==> src/rtl/fpu_wb_sched_if.sv <==
// rtl/fpu_wb_sched_if.sv - issue request and writeback bundle between decode and the FP scheduler
interface fpu_wb_sched_if #(
  parameter int TAG_W = 5
);
  logic             req_valid;
  logic [1:0]       req_op;
  logic [TAG_W-1:0] req_tag;
  logic             req_ready;
  logic [3:0]       issue_en;
  logic             flush;
  logic             wb_valid;
  logic [1:0]       wb_op;
  logic [TAG_W-1:0] wb_tag;
  logic [3:0]       inflight;
  logic             busy;

  modport master (
    output req_valid, req_op, req_tag, flush,
    input  req_ready, issue_en, wb_valid, wb_op, wb_tag, inflight, busy
  );

  modport slave (
    input  req_valid, req_op, req_tag, flush,
    output req_ready, issue_en, wb_valid, wb_op, wb_tag, inflight, busy
  );
endinterface

==> src/rtl/fpu_wb_sched.sv <==
// rtl/fpu_wb_sched.sv - FP issue scheduler sequencing the single register-file write port
module fpu_wb_sched #(
  parameter int LAT_ADD  = 2,
  parameter int LAT_MUL  = 2,
  parameter int LAT_MADD = 5,
  parameter int LAT_MOV  = 1,
  parameter int LAT_MAX  = 8,
  parameter int TAG_W    = 5
) (
  input  logic          clk,
  input  logic          rstn,
  fpu_wb_sched_if.slave bus
);

  // Reservation table: slot k writes back k edges from now.
  logic [LAT_MAX:1] vld_q, vld_d;
  logic [1:0]       op_q  [1:LAT_MAX];
  logic [1:0]       op_d  [1:LAT_MAX];
  logic [TAG_W-1:0] tag_q [1:LAT_MAX];
  logic [TAG_W-1:0] tag_d [1:LAT_MAX];

  logic             wb_valid_q, wb_valid_d;
  logic [1:0]       wb_op_q, wb_op_d;
  logic [TAG_W-1:0] wb_tag_q, wb_tag_d;
  logic [3:0]       inflight_q, inflight_d;

  int   lat;
  logic slot_conflict;
  logic tag_conflict;
  logic accept;

  // Latency of the offered op class
  always_comb begin
    lat = LAT_ADD;
    case (bus.req_op)
      2'd0:    lat = LAT_ADD;
      2'd1:    lat = LAT_MUL;
      2'd2:    lat = LAT_MADD;
      default: lat = LAT_MOV;
    endcase
  end

  // Write-port collision (slot L+1 shifts into L) and WAW hazard on any pending tag
  always_comb begin
    slot_conflict = 1'b0;
    tag_conflict  = 1'b0;
    for (int k = 1; k < LAT_MAX; k++) begin
      if (lat == k && vld_q[k+1]) slot_conflict = 1'b1;
    end
    for (int k = 1; k <= LAT_MAX; k++) begin
      if (vld_q[k] && tag_q[k] == bus.req_tag) tag_conflict = 1'b1;
    end
  end

  // Ready never looks at req_valid so decode can use it to steer
  assign bus.req_ready = !bus.flush && !slot_conflict && !tag_conflict &&
                         (int'(inflight_q) < LAT_MAX);
  assign accept        = bus.req_valid && bus.req_ready;
  assign bus.issue_en  = accept ? (4'b0001 << bus.req_op) : 4'b0000;

  // Shift the table, insert the accepted op at its latency, account writebacks
  always_comb begin
    for (int k = 1; k < LAT_MAX; k++) begin
      vld_d[k] = vld_q[k+1];
      op_d[k]  = op_q[k+1];
      tag_d[k] = tag_q[k+1];
    end
    vld_d[LAT_MAX] = 1'b0;
    op_d[LAT_MAX]  = '0;
    tag_d[LAT_MAX] = '0;
    if (accept) begin
      for (int k = 1; k <= LAT_MAX; k++) begin
        if (lat == k) begin
          vld_d[k] = 1'b1;
          op_d[k]  = bus.req_op;
          tag_d[k] = bus.req_tag;
        end
      end
    end
    // A flush drops every pending strobe, including the one leaving slot 1 now
    if (bus.flush) vld_d = '0;

    wb_valid_d = vld_q[1] && !bus.flush;
    wb_op_d    = wb_valid_d ? op_q[1]  : 2'd0;
    wb_tag_d   = wb_valid_d ? tag_q[1] : '0;

    if (bus.flush) inflight_d = 4'd0;
    else           inflight_d = inflight_q + {3'b000, accept} - {3'b000, vld_q[1]};
  end

  // State registers; reset discards everything in flight without a writeback
  always_ff @(posedge clk or negedge rstn) begin
    if (!rstn) begin
      vld_q <= '0;
      for (int k = 1; k <= LAT_MAX; k++) begin
        op_q[k]  <= '0;
        tag_q[k] <= '0;
      end
      wb_valid_q <= 1'b0;
      wb_op_q    <= 2'd0;
      wb_tag_q   <= '0;
      inflight_q <= 4'd0;
    end else begin
      vld_q <= vld_d;
      for (int k = 1; k <= LAT_MAX; k++) begin
        op_q[k]  <= op_d[k];
        tag_q[k] <= tag_d[k];
      end
      wb_valid_q <= wb_valid_d;
      wb_op_q    <= wb_op_d;
      wb_tag_q   <= wb_tag_d;
      inflight_q <= inflight_d;
    end
  end

  assign bus.wb_valid = wb_valid_q;
  assign bus.wb_op    = wb_op_q;
  assign bus.wb_tag   = wb_tag_q;
  assign bus.inflight = inflight_q;
  assign bus.busy     = (inflight_q != 4'd0);

endmodule
==> src/flat_wrapper.sv <==
// flat-port wrapper written by rule: the top's interface ports become plain ports
module fpu_wb_sched_flat 
#(
  parameter int LAT_ADD  = 2,
  parameter int LAT_MUL  = 2,
  parameter int LAT_MADD = 5,
  parameter int LAT_MOV  = 1,
  parameter int LAT_MAX  = 8,
  parameter int TAG_W    = 5
)
  (clk, rstn, bus_req_valid, bus_req_op, bus_req_tag, bus_flush, bus_req_ready, bus_issue_en, bus_wb_valid, bus_wb_op, bus_wb_tag, bus_inflight, bus_busy);
  fpu_wb_sched_if #(.TAG_W(TAG_W)) bus_i ();
  input  logic clk;
  input  logic rstn;
  input wire logic [$bits(bus_i.req_valid)-1:0] bus_req_valid;
  input wire logic [$bits(bus_i.req_op)-1:0] bus_req_op;
  input wire logic [$bits(bus_i.req_tag)-1:0] bus_req_tag;
  input wire logic [$bits(bus_i.flush)-1:0] bus_flush;
  output wire logic [$bits(bus_i.req_ready)-1:0] bus_req_ready;
  output wire logic [$bits(bus_i.issue_en)-1:0] bus_issue_en;
  output wire logic [$bits(bus_i.wb_valid)-1:0] bus_wb_valid;
  output wire logic [$bits(bus_i.wb_op)-1:0] bus_wb_op;
  output wire logic [$bits(bus_i.wb_tag)-1:0] bus_wb_tag;
  output wire logic [$bits(bus_i.inflight)-1:0] bus_inflight;
  output wire logic [$bits(bus_i.busy)-1:0] bus_busy;
  assign bus_i.req_valid = bus_req_valid;
  assign bus_i.req_op = bus_req_op;
  assign bus_i.req_tag = bus_req_tag;
  assign bus_i.flush = bus_flush;
  assign bus_req_ready = bus_i.req_ready;
  assign bus_issue_en = bus_i.issue_en;
  assign bus_wb_valid = bus_i.wb_valid;
  assign bus_wb_op = bus_i.wb_op;
  assign bus_wb_tag = bus_i.wb_tag;
  assign bus_inflight = bus_i.inflight;
  assign bus_busy = bus_i.busy;
  fpu_wb_sched #(.LAT_ADD(LAT_ADD), .LAT_MUL(LAT_MUL), .LAT_MADD(LAT_MADD), .LAT_MOV(LAT_MOV), .LAT_MAX(LAT_MAX), .TAG_W(TAG_W)) u_core (.clk(clk), .rstn(rstn), .bus(bus_i));
endmodule
==> config.mk <==
export PLATFORM = sky130hd
export DESIGN_NAME = fpu_wb_sched_flat
export DESIGN_NICKNAME = d
export VERILOG_FILES = /design/src/rtl/fpu_wb_sched_if.sv /design/src/rtl/fpu_wb_sched.sv /design/src/flat_wrapper.sv
export SDC_FILE = /design/constraint.sdc
export NUM_CORES = 1
export LEC_CHECK = 0
export ABC_AREA = 1
export BUFFER_PORTS_ARGS = -buffer_cell sky130_fd_sc_hd__buf_2
export CORE_MARGIN = 5
export CORE_UTILIZATION = 59
export CTS_CLUSTER_DIAMETER = 150
export DETAILED_ROUTE_END_ITERATION = 8
export PLACE_DENSITY_LB_ADDON = 0.12
export SETUP_SLACK_MARGIN = 0.5
export SYNTH_ARGS = -nofsm -noshare
export SYNTH_HDL_FRONTEND = slang
export SYNTH_SLANG_ARGS = --single-unit
==> constraint.sdc <==
create_clock -name clk -period 2.72 [get_ports clk]
set_clock_uncertainty 0.15 [all_clocks]
set_input_delay 0 -clock clk [delete_from_list [all_inputs] [get_ports clk]]
set_output_delay 0 -clock clk [all_outputs]
set_load 0.01 [all_outputs]
==> results.cfg, run 1 <==
[global_routing]
grt_use_met2 = 0.338
antenna_found_initial = 0
grt_usage = 0.206
grt_pass1_vias = 2516
grt_pass1_wl_um = 11400
grt_max_degree = 69
met3_usage = 0.0540
grt_overflow = 0
gr-usage-met1 = 0.252
busiest_layer = met2

[synthesis]
synth.cell_area_sq_um = 3300
synth_area_leader_cell = dfrtp_1
synth-async-reset-ratio = 1.00
avgSynthCellArea_sq_um = 7.85
yosysSeqAreaShare = 0.516
ys_ff_latch = 68
ys.flop_type = dfrtp_1
yosys_warnings = 0
synthCells = 420
synth.area.top_cells = dfrtp_1 52%, nand2_1 15%, inv_1 6.0%
yosys.cell_types.count = 28
synth_most_common_cell = nand2_1
synth-edff-count = 0
synthTopCellsByCount = 130 x nand2_1, 68 x dfrtp_1, 53 x inv_1
synth_top_area_share = 0.516

[setup_path]
crit_required_ns = 2.81
cp_top_family = simple AND/OR/NAND/NOR gates
cp_num_buf_inv = 2
startpoint_type = flip-flop
cp_data_arrival_time_ns = 2.22
critPathMostFrequentCell = nor2_1
endpoint_kind = flip-flop
cp_max_fo = 3
critPathKind = flip-flop to flip-flop
max_stage_delay_ns = 0.40
worstPathCellList = nor2_1 -> o21ai_1 -> nor3_2 -> nand2_1 -> nor2_4 -> nand3_4 -> inv_2 -> ha_4 -> fa_1 -> inv_1 -> nor2_1
slowest_stage = fa_1

[outcome]
outcome = finished, violations left
violations = hold timing

[cts]
clk_path_buf_depth = 2
cts_root_buffer = clkbuf_8
clkTransAtPathRegs_ns = 0.08
h-tree-depth = 3
clock_latency_ns = 0.36
cts_buffers = 9
cts_tree = done
cts.sinks = 68

[sta]
holdWs_ns = -0.160
finalMaxSlewViolations = 0
relSlewSlack = 0.444
rsz0062_at_grt = yes
hold_viol_final = 7
finalCriticalPeriod_ns = 2.13
worst_pin_slew_ns = 0.834
setup_violations = 0
fin_tns_setup_ns = 0
fmax_mhz = 470
finalCritPeriodShare = 0.783

[routing]
vias_per_cell = 4.88
ant_nets = 0
vias = 2574
dr.first_iter.drc_count = 173
drc_errors = 0
wl_per_cell_um = 12.7
drt_pre_antenna_iters = 5
wl_um = 6720

[layout]
area_growth_pct = 13.6
seq_area_sq_um = 1700
nNetsFinal = 467
finish.instance_area_sq_um = 3750
multi_input_area_sq_um = 1240
drive_gt1_frac = 0.187
fillCellCount = 470
n_antenna_cell = 0

[power]
p_per_area_nw_per_um2 = 700
irDropWorstVdd_mv = 0.557
p_leak_nw = 2.04

[placed_design]
post-dp-hpwl_um = 4480
placed_area_sq_um = 3420
portBuffers = 28
gp_congestion = 0.846

[floorplan]
start_util = 0.603
num_rows = 27
core_sq_um = 5470
dieArea_sq_um = 7190
die_h_um = 84.8
die_w_um = 84.8
ios = 29

[run]
cap_violations = 0

[min_path]
hold_class = input pin to flip-flop
## layer usage
metal	wire (um)	vias to the layer above	share of wire
li1	-	1302	-
met1	2780	1190	0.41
met2	3400	68	0.51
met3	383	14	0.057
met4	156	0	0.023
met5	0	-	0
## repair_timing
action / CTS / global route
endpoints found under the hold margin: 82 / 8
pin swaps: 4 / 4
setup buffers: 4 / 3
setup endpoints to repair: 21 / 7
gates resized for setup: 2 / 5
hold buffers: 7 / 1
## logic make-up after synthesis
group	count (synthesis)	synth area share
xor gates and xnor gates	3	0.00797
DFF	68	0.516
and+or+nand+nor	204	0.252
other	1	0.00114
AOI/OAI and AO/OA	43	0.0755
adders and majority gates	6	0.0250
buffers and inverters	95	0.122
## per-stage QoR
step,power [W],cells,worst slack [ns],utilization,hold slack (ns)
global placement,0.00179,496,0.335,0.625,0.0925
global route,0.00281,527,0.467,0.685,-0.162
floorplan,0.00168,427,0.474,-,-0.446
CTS,0.00263,523,0.498,0.677,-0.166
detailed placement,0.00183,496,0.278,0.625,0.0948
finish,0.00262,527,0.591,0.685,-0.160
## cell usage in the layout (no fill, tap or decap), types with 6 or more instances in the layout
cell type,netlist,routed
buf_2,6,28
buf_4,0,11
clkbuf_8,0,9
conb_1,1,8
dfrtp_1,68,68
dlygate4sd3_1,0,8
inv_1,53,52
inv_2,7,8
nand2_1,130,129
nand2_2,5,6
nand3_1,8,8
nor2_1,51,49
o21ai_0,20,18
o21ai_1,9,11
o21ai_2,7,7
## final timing paths
check	start	end	slack [ns]	cells after the start
hold reg to reg	u_core.op_q[9]$_DFF_PN0_	u_core.op_q[11]$_DFF_PN0_	0.20	0
hold / removal	bus_flush	u_core.bus.inflight[1]$_DFF_PN0_	-0.16	2
setup / recovery	u_core.bus.inflight[3]$_DFF_PN0_	u_core.bus.inflight[1]$_DFF_PN0_	0.59	11
min in group asynchronous	rstn	u_core.bus.wb_op[1]$_DFF_PN0_	0.19	3
setup reg to reg	u_core.bus.inflight[3]$_DFF_PN0_	u_core.bus.inflight[1]$_DFF_PN0_	0.59	11
max in group asynchronous	rstn	u_core.tag_q[17]$_DFF_PN0_	1.66	3
## sequential cells by signal, summed over array words and instances (netlist names)
| signal | flops |
|---|---|
| u_core.tag_q | 35 |
| u_core.vld_q | 7 |
| u_core.bus.wb_op | 2 |
| u_core.bus.wb_valid | 1 |
| u_core.op_q | 14 |
| u_core.bus.inflight | 4 |
| u_core.bus.wb_tag | 5 |
## layout make-up
| type | instances | share of cell area |
|---|---|---|
| clock buffer | 9 | 0.0331 |
| clock inverter | 7 | 0.0157 |
| inverter | 60 | 0.0601 |
| multi-input combinational | 264 | 0.332 |
| sequential | 68 | 0.454 |
| tap | 72 | 0.0240 |
| timing repair buffer | 47 | 0.0808 |
## worst register-to-register path, delay by kind of cell (launching register included)
family | cells | cell delay, ns
simple gates | 6 | 0.68
fa+ha+maj | 2 | 0.54
flops | 1 | 0.39
buf+inv | 2 | 0.15
compound gates | 1 | 0.10
## power by group
group | total, W | internal, W | switching (W)
clock | 0.000781 | 0.000344 | 0.000436
sequential | 0.00121 | 0.00114 | 0.0000780
combinational | 0.000626 | 0.000255 | 0.000371
(Power assumes the default switching activity.)
==> run 2: changes to the inputs <==
--- a/config.mk
+++ b/config.mk
@@ -8,7 +8,7 @@
 export ABC_AREA = 1
 export BUFFER_PORTS_ARGS = -buffer_cell sky130_fd_sc_hd__buf_2
 export CORE_MARGIN = 5
-export CORE_UTILIZATION = 59
+export CORE_UTILIZATION = 53
 export CTS_CLUSTER_DIAMETER = 150
 export DETAILED_ROUTE_END_ITERATION = 8
 export PLACE_DENSITY_LB_ADDON = 0.12
==> constraint.sdc (replaced) <==
create_clock -name clk -period 1.9 [get_ports clk]
set_clock_uncertainty 0.15 [all_clocks]
set_input_delay 0 -clock clk [delete_from_list [all_inputs] [get_ports clk]]
set_output_delay 0 -clock clk [all_outputs]
set_load 0.01 [all_outputs]
==> run 2 against run 1 <==
Compared with the run above:
- the run ends with hold timing, setup timing left
- global-route usage fell by 0.85 points
- critical path depth rose by 1
- hold slack improved by 0.15 ns
- die area rose by 10%
- final area rose by 9.5%
- clock power rose by 59%
- fmax rose by 4.6%
- sequential power rose by 44%
- critical path type unchanged
==> results.cfg, run 2 (synthesis gave the netlist of run 1 again) <==
[outcome]
outcome = finished, violations left
violations = hold timing, setup timing

[min_path]
hold_class = input pin to asynchronous set/reset pin

[routing]
dr.first_iter.drc_count = 109
drc_errors = 0
ant_nets = 0
vias = 2666
drt_pre_antenna_iters = 4
vias_per_cell = 4.74
wl_um = 6790
wl_per_cell_um = 12.1

[floorplan]
ios = 29
die_h_um = 88.9
start_util = 0.551
dieArea_sq_um = 7900
die_w_um = 88.9
num_rows = 28
core_sq_um = 5990

[sta]
setup_violations = 9
setup_ws_ns = -0.135
finalCritPeriodShare = 1.07
rsz0062_at_grt = yes
finalCriticalPeriod_ns = 2.03
holdWs_ns = -0.0120
finalMaxSlewViolations = 0
hold_viol_final = 18
fmax_mhz = 492

[layout]
final_cell_mix = 128 x nand2_1, 68 x dfrtp_1, 48 x nor2_1
n_antenna_cell = 0
final_util = 0.685
drive_gt1_frac = 0.263
mostFrequentLayoutCell = nand2_1
nNetsFinal = 499
largest_reg_flops = 35
area_growth_pct = 24.4
top_register = u_core.tag_q
largestRegisters = u_core.tag_q: 35 flops, u_core.op_q: 14 flops, u_core.vld_q: 7 flops

[cts]
cts_buffers = 9
cts_root_buffer = clkbuf_8
cts_tree = done
h-tree-depth = 3
cts.sinks = 68
clk_path_buf_depth = 2
clock_latency_ns = 0.35
clkTransAtPathRegs_ns = 0.08

[power]
p_leak_nw = 2.23
irDropWorstVdd_mv = 0.622
p_per_area_nw_per_um2 = 993

[placed_design]
gp_congestion = 0.845
portBuffers = 28
place_ws_ns = -0.305
post-dp-hpwl_um = 4810

[global_routing]
grt_pass1_vias = 2623
antenna_found_initial = 0
grt_pass1_wl_um = 11600
grt_usage = 0.197
grt_max_degree = 49
grt_overflow = 0

[setup_path]
rr_startpoint = u_core.vld_q[6]$_DFF_PN0_
endpoint_kind = flip-flop
startpoint_type = flip-flop
reg2reg_to = u_core.bus.inflight[2]$_DFF_PN0_
critPathLaunch = u_core.vld_q[6]$_DFF_PN0_
cp_max_fo = 3
critPathKind = flip-flop to flip-flop
ff2ff_setup_slack_ns = -0.13
crit_required_ns = 2.00
cp_data_arrival_time_ns = 2.13
critPathCapture = u_core.bus.inflight[2]$_DFF_PN0_
reg2reg_depth = 12

[run]
cap_violations = 0
run 2: cell types whose count changed in the layout (fill, tap and decap cells not counted), moves of 2 or more:
cell,before,now
buf_6,0,3
buf_4,11,38
inv_6,4,1
a21oi_2,0,2
inv_2,8,12
buf_12,0,3
inv_1,52,47
a21oi_1,4,2
run 2: area by class of cell:
cell class,count,area [sq um]
Inverter,60,228
Sequential cell,68,1700
Timing Repair Buffer,79,594
Clock buffer,10,138
Clock inverter,6,71.3
Multi-Input combinational cell,264,1280
Tap cell,75,93.8
Fill cell,506,1890
run 2: metrics by stage:
step                setup TNS [ns]  hold WS (ns)  area, sq um  std cells  power [W]
finish                      -0.718       -0.0120         4100        562    0.00407
global route                 -4.15        0.0383         4100        562    0.00434
CTS                          -2.63        -0.152         4050        556    0.00408
detailed placement           -2.89        -0.163         3730        532    0.00278
global placement             -1.78        -0.165         3730        532    0.00274
floorplan                   -0.832        -0.446         3360        427    0.00243
run 2: worst min-delay path by stage:
stage                     slack (ns)                          endpoint  depth (start not counted)
after floorplan                -0.45  u_core.bus.inflight[0]$_DFF_PN0_                          0
after global placement         -0.17  u_core.bus.inflight[1]$_DFF_PN0_                          1
after detailed placement       -0.16  u_core.bus.inflight[1]$_DFF_PN0_                          1
after CTS                      -0.15  u_core.bus.inflight[1]$_DFF_PN0_                          3
after global routing            0.04         u_core.vld_q[5]$_DFF_PN0_                          6
final                          -0.01  u_core.bus.inflight[1]$_DFF_PN0_                          2
run 2: timing repair:
action,in CTS,in global routing
setup buffers,2,4
hold endpoints to repair,81,8
gates resized for setup,10,7
endpoints found under the setup margin,34,34
pin swaps,11,15
hold buffers,6,2
run 2: routing by layer:
metal / GRT usage / share of wire / routed length [um] / vias to the layer above
li1: - / - / - / 1364
met4: 0.104 / 0.029 / 196 / 0
met5: 0 / 0 / 0 / -
met2: 0.334 / 0.49 / 3360 / 47
met1: 0.241 / 0.44 / 2970 / 1239
met3: 0.0307 / 0.040 / 270 / 16
run 2: critical path, stage by stage, from the launching register on:
cell and delay, ns:
dfrtp_1 0.39, buf_4 0.12, nand2_1 0.04, nor2_1 0.11, nand3_1 0.10, nand2_2 0.10
nor2_4 0.05, nand3_4 0.09, inv_4 0.04, ha_4 0.15, fa_1 0.37, xnor2_1 0.16
nor2_1 0.05
run 2: power by group:
part	switching (W)	total, W	internal, W
logic	0.000581	0.00109	0.000511
registers	0.000108	0.00174	0.00163
clock network	0.000594	0.00124	0.000650
==> run 3: changes to the inputs <==
--- a/config.mk
+++ b/config.mk
@@ -5,10 +5,9 @@
 export SDC_FILE = /design/constraint.sdc
 export NUM_CORES = 1
 export LEC_CHECK = 0
-export ABC_AREA = 1
 export BUFFER_PORTS_ARGS = -buffer_cell sky130_fd_sc_hd__buf_2
 export CORE_MARGIN = 5
-export CORE_UTILIZATION = 53
+export CORE_UTILIZATION = 52
 export CTS_CLUSTER_DIAMETER = 150
 export DETAILED_ROUTE_END_ITERATION = 8
 export PLACE_DENSITY_LB_ADDON = 0.12
==> run 3 against run 2 <==
Compared with the run above:
- the flow still finishes with violations (hold timing, setup timing)
- synthesized area decreased by 13%
- synthesized cell count down 46%
- critical endpoint is now u_core.bus.inflight[1]$_DFF_PN0_
- final cell count shrank 36%
- highest routed layer unchanged
- largest power group unchanged
- fmax down 13%
==> results.cfg, run 3 <==
[cts]
clkTransAtPathRegs_ns = 0.07
cts_tree = done
h-tree-depth = 3
clock_latency_ns = 0.33
cts_buffers = 9
cts_root_buffer = clkbuf_8
cts_hold_buf = 9
cts.sinks = 68
clk_path_buf_depth = 2

[synthesis]
synth-edff-count = 0
avgSynthCellArea_sq_um = 12.7
synth.cell_area_sq_um = 2870
synth.area.top_cells = dfrtp_1 59%, xor2_1 6.4%, mux2_2 5.9%
synth_most_common_cell = dfrtp_1
yosys_warnings = 0
yosysSeqAreaShare = 0.593
synth_area_leader_cell = dfrtp_1
ys_ff_latch = 68
synthTopCellsByCount = 68 x dfrtp_1, 22 x clkbuf_1, 21 x xor2_1
synth-async-reset-ratio = 1.00
synthCells = 225
ys.flop_type = dfrtp_1
yosys.cell_types.count = 32
synth_top_area_share = 0.593

[routing]
vias = 1660
drc_errors = 0
vias_per_cell = 4.64
drt_pre_antenna_iters = 4
met1_length_um = 2140
dr.first_iter.drc_count = 36
wl_per_cell_um = 14.2
highest_layer = met4
wl_um = 5080
ant_nets = 0
met2_length_um = 2690
routed-wl-met3_um = 165

[global_routing]
antenna_found_initial = 0
grt_usage = 0.163
grt_max_degree = 33
grt_pass1_wl_um = 8870
grt_overflow = 0
grt_pass1_vias = 1872

[sta]
finalCriticalPeriod_ns = 2.35
setup_violations = 32
holdWs_ns = -0.0316
finalMaxSlewViolations = 0
rsz0062_at_grt = yes
hold_viol_final = 15
setup_ws_ns = -0.450
fmax_mhz = 426
finalCritPeriodShare = 1.24

[floorplan]
core_sq_um = 5440
ios = 29
start_util = 0.527
die_h_um = 84.3
num_rows = 27
dieArea_sq_um = 7100
die_w_um = 84.3

[power]
p_leak_nw = 1.80
power_w = 0.00360
p_per_area_nw_per_um2 = 971
irDropWorstVdd_mv = 0.653

[layout]
largest_reg_flops = 35
nNetsFinal = 298
area_growth_pct = 29.3
top_register = u_core.tag_q
largestRegisters = u_core.tag_q: 35 flops, u_core.op_q: 14 flops, u_core.vld_q: 7 flops
final_cell_mix = 68 x dfrtp_1, 28 x buf_2, 23 x buf_4
n_antenna_cell = 0
mostFrequentLayoutCell = dfrtp_1
drive_gt1_frac = 0.395
fillCellCount = 399
finalNonFillerCells = 358

[setup_path]
cp_max_fo = 2
endpoint_kind = flip-flop
cp_data_arrival_time_ns = 2.47
startpoint_type = flip-flop
crit_required_ns = 2.02
critPathKind = flip-flop to flip-flop

[placed_design]
gp_congestion = 0.731
portBuffers = 28
post-dp-hpwl_um = 3380
place_inst = 328

[outcome]
outcome = finished, violations left
violations = hold timing, setup timing

[min_path]
hold_class = input pin to asynchronous set/reset pin

[run]
cap_violations = 0
[run 3: through the flow]
step	util	area [sq um]	setup TNS, ns	worst slack, ns
floorplan	-	2970	-1.85	-0.378
global route	0.682	3710	-12.77	-0.575
global placement	0.598	3250	-7.84	-0.465
finish	0.682	3710	-8.55	-0.450
CTS	0.676	3670	-9.14	-0.478
detailed placement	0.598	3250	-9.15	-0.554
[run 3: worst paths after layout]
| check | start | endpoint | slack, ns | depth (start not counted) |
|---|---|---|---|---|
| min in group clk | bus_req_valid | u_core.vld_q[5]$_DFF_PN0_ | -0.02 | 4 |
| min | rstn | u_core.op_q[10]$_DFF_PN0_ | -0.03 | 2 |
| max in group asynchronous | rstn | u_core.tag_q[16]$_DFF_PN0_ | 0.98 | 3 |
| max reg2reg | u_core.tag_q[13]$_DFF_PN0_ | u_core.bus.inflight[1]$_DFF_PN0_ | -0.45 | 9 |
| max | u_core.tag_q[13]$_DFF_PN0_ | u_core.bus.inflight[1]$_DFF_PN0_ | -0.45 | 9 |
| min reg2reg | u_core.op_q[7]$_DFF_PN0_ | u_core.op_q[9]$_DFF_PN0_ | 0.20 | 0 |
[run 3: logic make-up (layout without fill, tap and decap cells)]
group / Yosys count / in the layout / synth area share
AO/OA/AOI/OAI: 8 / 8 / 0.0170
XOR/XNOR: 37 / 37 / 0.113
adder cells (fa/ha/maj): 6 / 6 / 0.0288
buffers and inverters: 40 / 94 / 0.0681
flip-flops: 68 / 68 / 0.593
multiplexers: 17 / 17 / 0.0676
other: 1 / 8 / 0.00131
AND/OR/NAND/NOR: 48 / 48 / 0.111
[run 3: area by class of cell]
type	count	area (sq um)	share of cell area
sequential	68	1700	0.459
multi-input combinational	124	1140	0.307
timing repair buffer	66	494	0.133
clock buffer	11	151	0.0408
tap	72	90.1	0.0243
clock inverter	5	83.8	0.0226
inverter	12	47.5	0.0128
[run 3: worst max-delay path: stages, from the launching register on]
cell	delay, ns
dfrtp_1	0.40
xnor2_1	0.15
nand4_1	0.14
o32ai_2	0.26
and4bb_1	0.27
nand3_2	0.07
inv_2	0.04
ha_4	0.15
fa_2	0.51
nor2b_4	0.13
[run 3: what timing repair did]
item	CTS	global route
resized for setup	14	6
endpoints found under the hold margin	88	14
buffers inserted	5	0
endpoints found under the setup margin	34	46
pin swaps	9	3
[run 3: power breakdown]
part / switching [W] / internal (W)
combinational: 0.000309 / 0.000328
sequential: 0.0000595 / 0.00155
clock: 0.000537 / 0.000812
[run 3: per-layer routing]
| metal | vias to the layer above | GRT usage |
|---|---|---|
| li1 | 819 | - |
| met1 | 816 | 0.197 |
| met2 | 19 | 0.275 |
| met3 | 6 | 0.0363 |
| met4 | 0 | 0.0789 |
| met5 | - | 0 |
